## src/rtl/cpu6502_alu_seq_pkg.sv

```systemverilog
// Shared definitions for the sequential 6502-style ALU slice.
//   op_e    : 5-bit operation code, instruction bits {7:5,1:0}
//   FLAG_*  : bit positions inside the 4-bit {N,V,Z,C} flag vector
//   state_e : handshake FSM encoding
//   is_bcd_op() : true for the two codes that honour the D flag
package cpu6502_pkg;

  typedef enum logic [4:0] {
    OP_ORA = 5'b00001,
    OP_AND = 5'b00101,
    OP_EOR = 5'b01001,
    OP_ADC = 5'b01101,
    OP_STA = 5'b10001,
    OP_LDA = 5'b10101,
    OP_CMP = 5'b11001,
    OP_SBC = 5'b11101,
    OP_ASL = 5'b00010,
    OP_ROL = 5'b00110,
    OP_LSR = 5'b01010,
    OP_ROR = 5'b01110
  } op_e;

  localparam int FLAG_N = 3;
  localparam int FLAG_V = 2;
  localparam int FLAG_Z = 1;
  localparam int FLAG_C = 0;

  typedef enum logic [1:0] {
    ST_IDLE = 2'd0,
    ST_DADJ = 2'd1,
    ST_HOLD = 2'd2
  } state_e;

  function automatic logic is_bcd_op(input logic [4:0] op);
    return (op == OP_ADC) || (op == OP_SBC);
  endfunction

endpackage

```

## src/rtl/cpu6502_alu_seq_if.sv

```systemverilog
// Request/response bundle for cpu6502_alu_seq.
//   master : drives request (in_valid, operation, operands, flags_in, decimal)
//            and out_ready; observes in_ready and the response
//   slave  : the ALU side, the reverse directions
interface cpu6502_alu_seq_if #(
  parameter int WIDTH = 8
);
  logic             in_valid;
  logic             in_ready;
  logic [4:0]       operation;
  logic [WIDTH-1:0] operand1;
  logic [WIDTH-1:0] operand2;
  logic [3:0]       flags_in;
  logic             decimal;
  logic             out_valid;
  logic             out_ready;
  logic [WIDTH-1:0] result;
  logic [3:0]       flags_out;
  logic             illegal;

  modport master (
    output in_valid, operation, operand1, operand2, flags_in, decimal, out_ready,
    input  in_ready, out_valid, result, flags_out, illegal
  );

  modport slave (
    input  in_valid, operation, operand1, operand2, flags_in, decimal, out_ready,
    output in_ready, out_valid, result, flags_out, illegal
  );
endinterface

```

## src/rtl/cpu6502_bcd_adjust.sv

```systemverilog
// Combinational nibble-serial BCD add/subtract with 6502 decimal adjust.
//   a, b   : packed-BCD operands (b is the raw memory-side operand)
//   cin    : incoming carry (not-borrow for subtract)
//   sbc    : 1 = a - b, 0 = a + b
//   sum    : adjusted BCD result
//   cout   : final decimal carry / not-borrow
module cpu6502_bcd_adjust #(
  parameter int WIDTH = 8
) (
  input  logic [WIDTH-1:0] a,
  input  logic [WIDTH-1:0] b,
  input  logic             cin,
  input  logic             sbc,
  output logic [WIDTH-1:0] sum,
  output logic             cout
);

  always_comb begin
    logic       c;
    logic [3:0] an;
    logic [3:0] bn;
    logic [4:0] s;
    // NOTE: every variable gets a value before any branch so the block can
    // never hold a stale value, which is what would otherwise infer a latch.
    c   = cin;
    an  = '0;
    bn  = '0;
    s   = '0;
    sum = '0;
    for (int i = 0; i < WIDTH / 4; i++) begin
      an = a[4*i +: 4];
      bn = sbc ? ~b[4*i +: 4] : b[4*i +: 4];
      s  = {1'b0, an} + {1'b0, bn} + {4'b0, c};
      if (!sbc) begin
        // Digit overflow past 9 (or a real nibble carry) skips the six
        // unused codes; the adjusted value then always reaches bit 4.
        if (s > 5'd9) s = s + 5'd6;
        c = s[4];
      end else begin
        // Nibble borrow wrapped into the 10..15 range: pull it back by six.
        c = s[4];
        if (!c) s[3:0] = s[3:0] - 4'd6;
      end
      sum[4*i +: 4] = s[3:0];
    end
    cout = c;
  end

endmodule

```

## src/rtl/cpu6502_alu_seq.sv

```systemverilog
// Sequential 6502-style ALU with valid/ready handshakes on both sides.
//   clk, reset : clock and asynchronous active-high reset
//   bus        : cpu6502_alu_seq_if.slave (request in, result/flags/illegal out)
// Binary operations land in HOLD one cycle after acceptance; decimal
// ADC/SBC spend one extra cycle in DADJ for the nibble adjust.
module cpu6502_alu_seq
  import cpu6502_pkg::*;
#(
  parameter int WIDTH      = 8,
  parameter int DECIMAL_EN = 1
) (
  input logic              clk,
  input logic              reset,
  cpu6502_alu_seq_if.slave bus
);

  state_e           state_q, state_d;
  logic             in_ready, out_valid, accept, is_dec;

  logic [WIDTH-1:0] result_q;
  logic [3:0]       flags_q;
  logic             illegal_q;

  // Operands captured for the decimal adjust cycle.
  logic [WIDTH-1:0] dec_a_q, dec_b_q;
  logic             dec_c_q, dec_sbc_q;

  logic [WIDTH-1:0] b_eff, diff, alu_res;
  logic [WIDTH:0]   sum;
  logic [3:0]       alu_flags;
  logic             alu_illegal, upd_nz, cin;

  logic [WIDTH-1:0] bcd_res, dec_b_eff, dec_bin;
  logic             bcd_c;
  logic [3:0]       dec_flags;

  assign accept = bus.in_valid && in_ready;
  assign is_dec = (DECIMAL_EN != 0) && bus.decimal && is_bcd_op(bus.operation);

  // ---------------- FSM ----------------
  always_ff @(posedge clk or posedge reset) begin
    // NOTE: registers use non-blocking assignments so every flop samples the
    // pre-edge values regardless of process ordering.
    if (reset) state_q <= ST_IDLE;
    else       state_q <= state_d;
  end

  always_comb begin
    state_d = state_q;
    case (state_q)
      ST_IDLE: if (accept) state_d = is_dec ? ST_DADJ : ST_HOLD;
      ST_DADJ: state_d = ST_HOLD;
      ST_HOLD: begin
        // in_ready follows out_ready here, so accept implies consumption.
        if (accept)             state_d = is_dec ? ST_DADJ : ST_HOLD;
        else if (bus.out_ready) state_d = ST_IDLE;
      end
      default: state_d = ST_IDLE;
    endcase
  end

  always_comb begin
    in_ready  = 1'b0;
    out_valid = 1'b0;
    case (state_q)
      ST_IDLE: in_ready = 1'b1;
      ST_HOLD: begin
        in_ready  = bus.out_ready;
        out_valid = 1'b1;
      end
      default: ;
    endcase
  end

  // ---------------- binary datapath ----------------
  assign cin   = bus.flags_in[FLAG_C];
  assign b_eff = (bus.operation == OP_SBC) ? ~bus.operand2 : bus.operand2;
  assign sum   = {1'b0, bus.operand1} + {1'b0, b_eff} + (WIDTH+1)'(cin);
  assign diff  = bus.operand1 - bus.operand2;

  always_comb begin
    alu_res     = '0;
    alu_flags   = bus.flags_in;
    alu_illegal = 1'b0;
    upd_nz      = 1'b1;
    case (bus.operation)
      OP_ORA: alu_res = bus.operand1 | bus.operand2;
      OP_AND: alu_res = bus.operand1 & bus.operand2;
      OP_EOR: alu_res = bus.operand1 ^ bus.operand2;
      OP_LDA: alu_res = bus.operand2;
      OP_STA: begin
        alu_res = bus.operand1;
        upd_nz  = 1'b0;
      end
      OP_CMP: begin
        alu_res           = bus.operand1;
        upd_nz            = 1'b0;
        alu_flags[FLAG_N] = diff[WIDTH-1];
        alu_flags[FLAG_Z] = (diff == '0);
        alu_flags[FLAG_C] = (bus.operand1 >= bus.operand2);
      end
      OP_ADC, OP_SBC: begin
        alu_res           = sum[WIDTH-1:0];
        alu_flags[FLAG_C] = sum[WIDTH];
        // Overflow: both addends share a sign that the sum does not.
        alu_flags[FLAG_V] = (bus.operand1[WIDTH-1] ^ sum[WIDTH-1]) &
                            (b_eff[WIDTH-1] ^ sum[WIDTH-1]);
      end
      OP_ASL: begin
        alu_res           = {bus.operand2[WIDTH-2:0], 1'b0};
        alu_flags[FLAG_C] = bus.operand2[WIDTH-1];
      end
      OP_ROL: begin
        alu_res           = {bus.operand2[WIDTH-2:0], cin};
        alu_flags[FLAG_C] = bus.operand2[WIDTH-1];
      end
      OP_LSR: begin
        alu_res           = {1'b0, bus.operand2[WIDTH-1:1]};
        alu_flags[FLAG_C] = bus.operand2[0];
      end
      OP_ROR: begin
        alu_res           = {cin, bus.operand2[WIDTH-1:1]};
        alu_flags[FLAG_C] = bus.operand2[0];
      end
      default: begin
        alu_illegal = 1'b1;
        upd_nz      = 1'b0;
      end
    endcase
    if (upd_nz) begin
      alu_flags[FLAG_N] = alu_res[WIDTH-1];
      alu_flags[FLAG_Z] = (alu_res == '0);
    end
  end

  // ---------------- decimal datapath ----------------
  cpu6502_bcd_adjust #(.WIDTH(WIDTH)) u_bcd (
    .a    (dec_a_q),
    .b    (dec_b_q),
    .cin  (dec_c_q),
    .sbc  (dec_sbc_q),
    .sum  (bcd_res),
    .cout (bcd_c)
  );

  // V is taken from the unadjusted binary sum, as the NMOS part does.
  assign dec_b_eff = dec_sbc_q ? ~dec_b_q : dec_b_q;
  assign dec_bin   = dec_a_q + dec_b_eff + WIDTH'(dec_c_q);

  always_comb begin
    dec_flags         = '0;
    dec_flags[FLAG_N] = bcd_res[WIDTH-1];
    dec_flags[FLAG_V] = (dec_a_q[WIDTH-1] ^ dec_bin[WIDTH-1]) &
                        (dec_b_eff[WIDTH-1] ^ dec_bin[WIDTH-1]);
    dec_flags[FLAG_Z] = (bcd_res == '0);
    dec_flags[FLAG_C] = bcd_c;
  end

  // ---------------- output / capture registers ----------------
  always_ff @(posedge clk or posedge reset) begin
    if (reset) begin
      result_q  <= '0;
      flags_q   <= '0;
      illegal_q <= 1'b0;
      dec_a_q   <= '0;
      dec_b_q   <= '0;
      dec_c_q   <= 1'b0;
      dec_sbc_q <= 1'b0;
    end else if (accept) begin
      if (is_dec) begin
        dec_a_q   <= bus.operand1;
        dec_b_q   <= bus.operand2;
        dec_c_q   <= cin;
        dec_sbc_q <= (bus.operation == OP_SBC);
      end else begin
        result_q  <= alu_res;
        flags_q   <= alu_flags;
        illegal_q <= alu_illegal;
      end
    end else if (state_q == ST_DADJ) begin
      result_q  <= bcd_res;
      flags_q   <= dec_flags;
      illegal_q <= 1'b0;
    end
  end

  assign bus.in_ready  = in_ready;
  assign bus.out_valid = out_valid;
  assign bus.result    = result_q;
  assign bus.flags_out = flags_q;
  assign bus.illegal   = illegal_q;

endmodule

```

## src/flat_wrapper.sv

```systemverilog
// flat-port wrapper written by rule: the top's interface ports become plain ports
module cpu6502_alu_seq_flat import cpu6502_pkg::*;
#(
  parameter int WIDTH      = 8,
  parameter int DECIMAL_EN = 1
)
  (clk, reset, bus_in_valid, bus_operation, bus_operand1, bus_operand2, bus_flags_in, bus_decimal, bus_out_ready, bus_in_ready, bus_out_valid, bus_result, bus_flags_out, bus_illegal);
  cpu6502_alu_seq_if #(.WIDTH(WIDTH)) bus_i ();
  input logic clk;
  input logic reset;
  input wire logic [$bits(bus_i.in_valid)-1:0] bus_in_valid;
  input wire logic [$bits(bus_i.operation)-1:0] bus_operation;
  input wire logic [$bits(bus_i.operand1)-1:0] bus_operand1;
  input wire logic [$bits(bus_i.operand2)-1:0] bus_operand2;
  input wire logic [$bits(bus_i.flags_in)-1:0] bus_flags_in;
  input wire logic [$bits(bus_i.decimal)-1:0] bus_decimal;
  input wire logic [$bits(bus_i.out_ready)-1:0] bus_out_ready;
  output wire logic [$bits(bus_i.in_ready)-1:0] bus_in_ready;
  output wire logic [$bits(bus_i.out_valid)-1:0] bus_out_valid;
  output wire logic [$bits(bus_i.result)-1:0] bus_result;
  output wire logic [$bits(bus_i.flags_out)-1:0] bus_flags_out;
  output wire logic [$bits(bus_i.illegal)-1:0] bus_illegal;
  assign bus_i.in_valid = bus_in_valid;
  assign bus_i.operation = bus_operation;
  assign bus_i.operand1 = bus_operand1;
  assign bus_i.operand2 = bus_operand2;
  assign bus_i.flags_in = bus_flags_in;
  assign bus_i.decimal = bus_decimal;
  assign bus_i.out_ready = bus_out_ready;
  assign bus_in_ready = bus_i.in_ready;
  assign bus_out_valid = bus_i.out_valid;
  assign bus_result = bus_i.result;
  assign bus_flags_out = bus_i.flags_out;
  assign bus_illegal = bus_i.illegal;
  cpu6502_alu_seq #(.WIDTH(WIDTH), .DECIMAL_EN(DECIMAL_EN)) u_core (.clk(clk), .reset(reset), .bus(bus_i));
endmodule
```

## config.mk

```make
export PLATFORM = sky130hd
export DESIGN_NAME = cpu6502_alu_seq_flat
export DESIGN_NICKNAME = d
export VERILOG_FILES = /design/src/rtl/cpu6502_alu_seq_pkg.sv /design/src/rtl/cpu6502_alu_seq_if.sv /design/src/rtl/cpu6502_bcd_adjust.sv /design/src/rtl/cpu6502_alu_seq.sv /design/src/flat_wrapper.sv
export SDC_FILE = /design/constraint.sdc
export NUM_CORES = 1
export LEC_CHECK = 0
export CAP_MARGIN = 15
export CORE_ASPECT_RATIO = 0.5
export CORE_MARGIN = 4
export CORE_UTILIZATION = 30
export CTS_CLUSTER_SIZE = 30
export DETAILED_ROUTE_END_ITERATION = 16
export PLACE_DENSITY = 0.57
export SKIP_LAST_GASP = 1
export SYNTH_ARGS = -nofsm -noshare
export SYNTH_HDL_FRONTEND = slang
export SYNTH_HIERARCHICAL = 1
export SYNTH_SLANG_ARGS = --single-unit
```

## constraint.sdc

```tcl
create_clock -name clk -period 15 [get_ports clk]
set_clock_uncertainty 0.05 [all_clocks]
set_input_delay 2.25 -clock clk [delete_from_list [all_inputs] [get_ports clk]]
set_output_delay 2.25 -clock clk [all_outputs]
set_load 0.005 [all_outputs]
```

==> results_dict.tcl <==
set metrics [dict create \
    worst_pin_slew_ns 0.951 \
    fmax_mhz 159 \
    syn_inst 489 \
    diodes 0 \
    ant_nets 0 \
    end_kind "flop" \
    start_util_pct 31.2 \
    peakVddDrop_mv 0.0477 \
    place_inst 711 \
    power.total_uw 689 \
    cp-start-kind "input port" \
    dr.pass1.iters 5 \
    via_per_inst 5.26 \
    clock_latency_ns 0.27 \
    finalSetupViolCount 0 \
    synth-seq-area-share_pct 19.3 \
    yosysUniqueCellTypes 72 \
    synth_ff_type "dfrtp_1" \
    h-tree-depth 2 \
    cts_buffers 5 \
    synth.avg_cell_area_um2 8.75 \
    relSlewSlack_pct 36.4 \
    die_area_mm2 0.0164 \
    synth_top_cell_by_area "dfrtp_1" \
    fp-row-count 30 \
    area_delta_synth_final_pct 17.8 \
    dpl.hpwl_mm 9.84 \
    whs_path_depth 2 \
    cp.depth 14 \
    final_area_mm2 0.00504 \
    synth_warnings 6 \
    grt_max_degree 34 \
    final_nets 613 \
    synthesis.nets 576 \
    drt-wirelength-per-cell_um 17.1 \
    synth_edf_count 0 \
    portBuffers 44 \
    crit_family "simple AND/OR/NAND/NOR gates" \
    final_cells 719 \
    ff2ff_path_depth 22 \
    totalWireLength_mm 12.3 \
    async_reset_ff_share_pct 100 \
    place.gp.congestion 0.878 \
    postCtsHoldBufs 0 \
    dieWidth_um 177 \
    tns_ns 0 \
    drv_slew 0 \
    cts_tree "yes" \
    critPathMaxStageDelay_ns 1.10 \
    synthTopCellsByCount "ha_1 (50), inv_1 (42), a21oi_1 (35)" \
    cts_sinks 33 \
    status "finished clean" \
    worst-path-buf-inv 2 \
    drive_gt1_share_pct 8.35 \
    synthMostInstantiatedCell "ha_1" \
    clk_pin_slew_ns 0.05 \
    p_per_area_mw_per_mm2 137 \
    worstPathArrival_ns 6.42 \
    finalHoldViolations 0 \
    crit_chain "clkdlybuf4s50_1 -> and4b_1 -> nand2_2 -> xnor2_1 -> fa_1 -> inv_1 -> fa_1 -> a21o_1 -> a211oi_1 -> nor3_1 -> nor4_1 -> and3_1 -> nand4_1 -> a21oi_1" \
    crit_type "in -> reg" \
    syn_area_mm2 0.00428 \
    rsz0062_at_grt "false" \
    cap_violations 0 \
    grtUsageTotal_pct 14.6 \
    antenna_found_initial 0 \
    required_ns 15.15 \
    first_iter_violations 309 \
    fillerInstances 1433 \
    netlist.area_leader.share_pct 19.3 \
    pin_count 45 \
    placed_area_mm2 0.00488 \
    hold_path.class "reg -> reg" \
    die_y_um 92.5 \
    grt_pass1_wl_mm 19.5 \
    synth_seq_cells 33 \
    drc 0 \
    overflow 0 \
    placeableCoreArea_mm2 0.0137 \
    ys_top_cells_by_area "dfrtp_1 (19%), ha_1 (15%), mux2i_1 (4.4%)" \
    crit_path_max_fanout 23 \
    vias 3783 \
    cts_resized 0 \
    p_leak_nw 2.27 \
    min_period_ns 6.27 \
    cts-root-buf "clkbuf_16" \
    cts_max_path_buffers 2 \
    period_share_pct 41.8 \
    crit_top_cell "fa_1" \
    postCtsSetupBuffers 0 \
    cp_slowest_cell "clkdlybuf4s50_1" \
    grt_pass1_vias 3608 \
]
[metrics by stage]
| step | utilization, % | hold slack (ns) | worst slack (ns) |
|---|---|---|---|
| floorplan | - | 0.423 | 9.81 |
| global placement | 35.5 | 0.424 | 8.60 |
| detailed placement | 35.5 | 0.428 | 8.47 |
| CTS | 36.7 | 0.440 | 8.71 |
| global route | 36.7 | 0.478 | 8.31 |
| finish | 36.7 | 0.432 | 8.73 |
[layer usage]
| metal | part of all wire [%] | vias to the layer above | wire length [um] | track usage (%) |
|---|---|---|---|---|
| met5 | 0 | - | 0 | 0 |
| li1 | - | 1854 | - | - |
| met3 | 3.4 | 10 | 421 | 1.47 |
| met4 | 0.94 | 0 | 115 | 3.02 |
| met2 | 44 | 72 | 5410 | 22.6 |
| met1 | 52 | 1847 | 6320 | 22.1 |
[power breakdown]
part	total, mW	switching, mW	internal (mW)
clock network	0.107	0.0367	0.0702
registers	0.132	0.0204	0.112
logic	0.450	0.246	0.204
total	0.689	0.303	0.386
[placed cells by master, fill, tap and decap left out, types with 7 or more instances in the layout]
master,instances
a211oi_1,8
a21oi_1,35
a22oi_1,9
clkdlybuf4s50_1,44
dfrtp_1,33
fa_1,7
ha_1,50
inv_1,42
mux2_1,7
mux2_2,13
mux2i_1,19
nand2_1,24
nand2b_1,11
nor2_1,24
nor2b_1,7
nor3_1,9
nor4_1,7
o21ai_0,12
o21ai_1,10
xnor2_1,15
xor2_1,18
[cell type report]
cell class	count	area (um2)	area share, %
clock buffer	7	153	3.03
clock inverter	1	5.00	0.0993
inverter	44	165	3.28
multi-input combinational	395	3190	63.3
sequential	33	826	16.4
tap	192	240	4.77
timing repair buffer	47	463	9.18
[path summary, 6_finish.rpt]
| kind | slack, ns | startpoint | end |
|---|---|---|---|
| worst max register to register | 9.35 | u_core/dec_b_q[0]$_DFFE_PP0P_ | u_core/bus.flags_out[1]$_DFFE_PP0P_ |
| min in group asynchronous | 2.32 | reset | u_core/state_q[1]$_DFFE_PP0P_ |
| worst max-delay path | 8.73 | bus_operation[3] | u_core/bus.flags_out[1]$_DFFE_PP0P_ |
| max in group asynchronous | 12.27 | reset | u_core/dec_a_q[0]$_DFFE_PP0P_ |
| worst min register to register | 0.43 | u_core/bus.illegal$_DFFE_PP0P_ | u_core/bus.illegal$_DFFE_PP0P_ |
| worst min-delay path | 0.43 | u_core/bus.illegal$_DFFE_PP0P_ | u_core/bus.illegal$_DFFE_PP0P_ |
[worst register-to-register path, cell delays in order, from the launching register on]
cell	delay [ns]
dfrtp_1	0.42
xnor2_1	0.16
fa_1	0.44
fa_1	0.42
xnor2_1	0.36
inv_2	0.11
a211oi_1	0.32
mux2i_1	0.25
fa_1	0.21
inv_1	0.06
fa_1	0.45
xor2_2	0.29
ha_1	0.20
nand2_1	0.05
a32o_2	0.25
o311ai_2	0.30
mux2_1	0.36
mux2i_1	0.24
nor4_1	0.10
a21oi_1	0.20
nor2_1	0.06
a21oi_1	0.15
a21oi_1	0.06
[flip-flops by register name, indices dropped and copies added (netlist names)]
signal,flops
u_core/bus.flags_out,4
u_core/bus.illegal,1
u_core/bus.result,8
u_core/dec_a_q,8
u_core/dec_b_q,8
u_core/dec_c_q,1
u_core/dec_sbc_q,1
u_core/state_q,2
[kinds of logic after synthesis]
kind of cell | after synthesis | share of synthesized area [%]
buffers and inverters | 61 | 6.20
muxes | 39 | 9.70
AOI/OAI and AO/OA | 136 | 22.4
and+or+nand+nor | 129 | 17.4
adders and majority gates | 57 | 17.9
DFF | 33 | 19.3
xor gates and xnor gates | 34 | 7.13
Note: power is estimated with default switching activity, not from simulation.
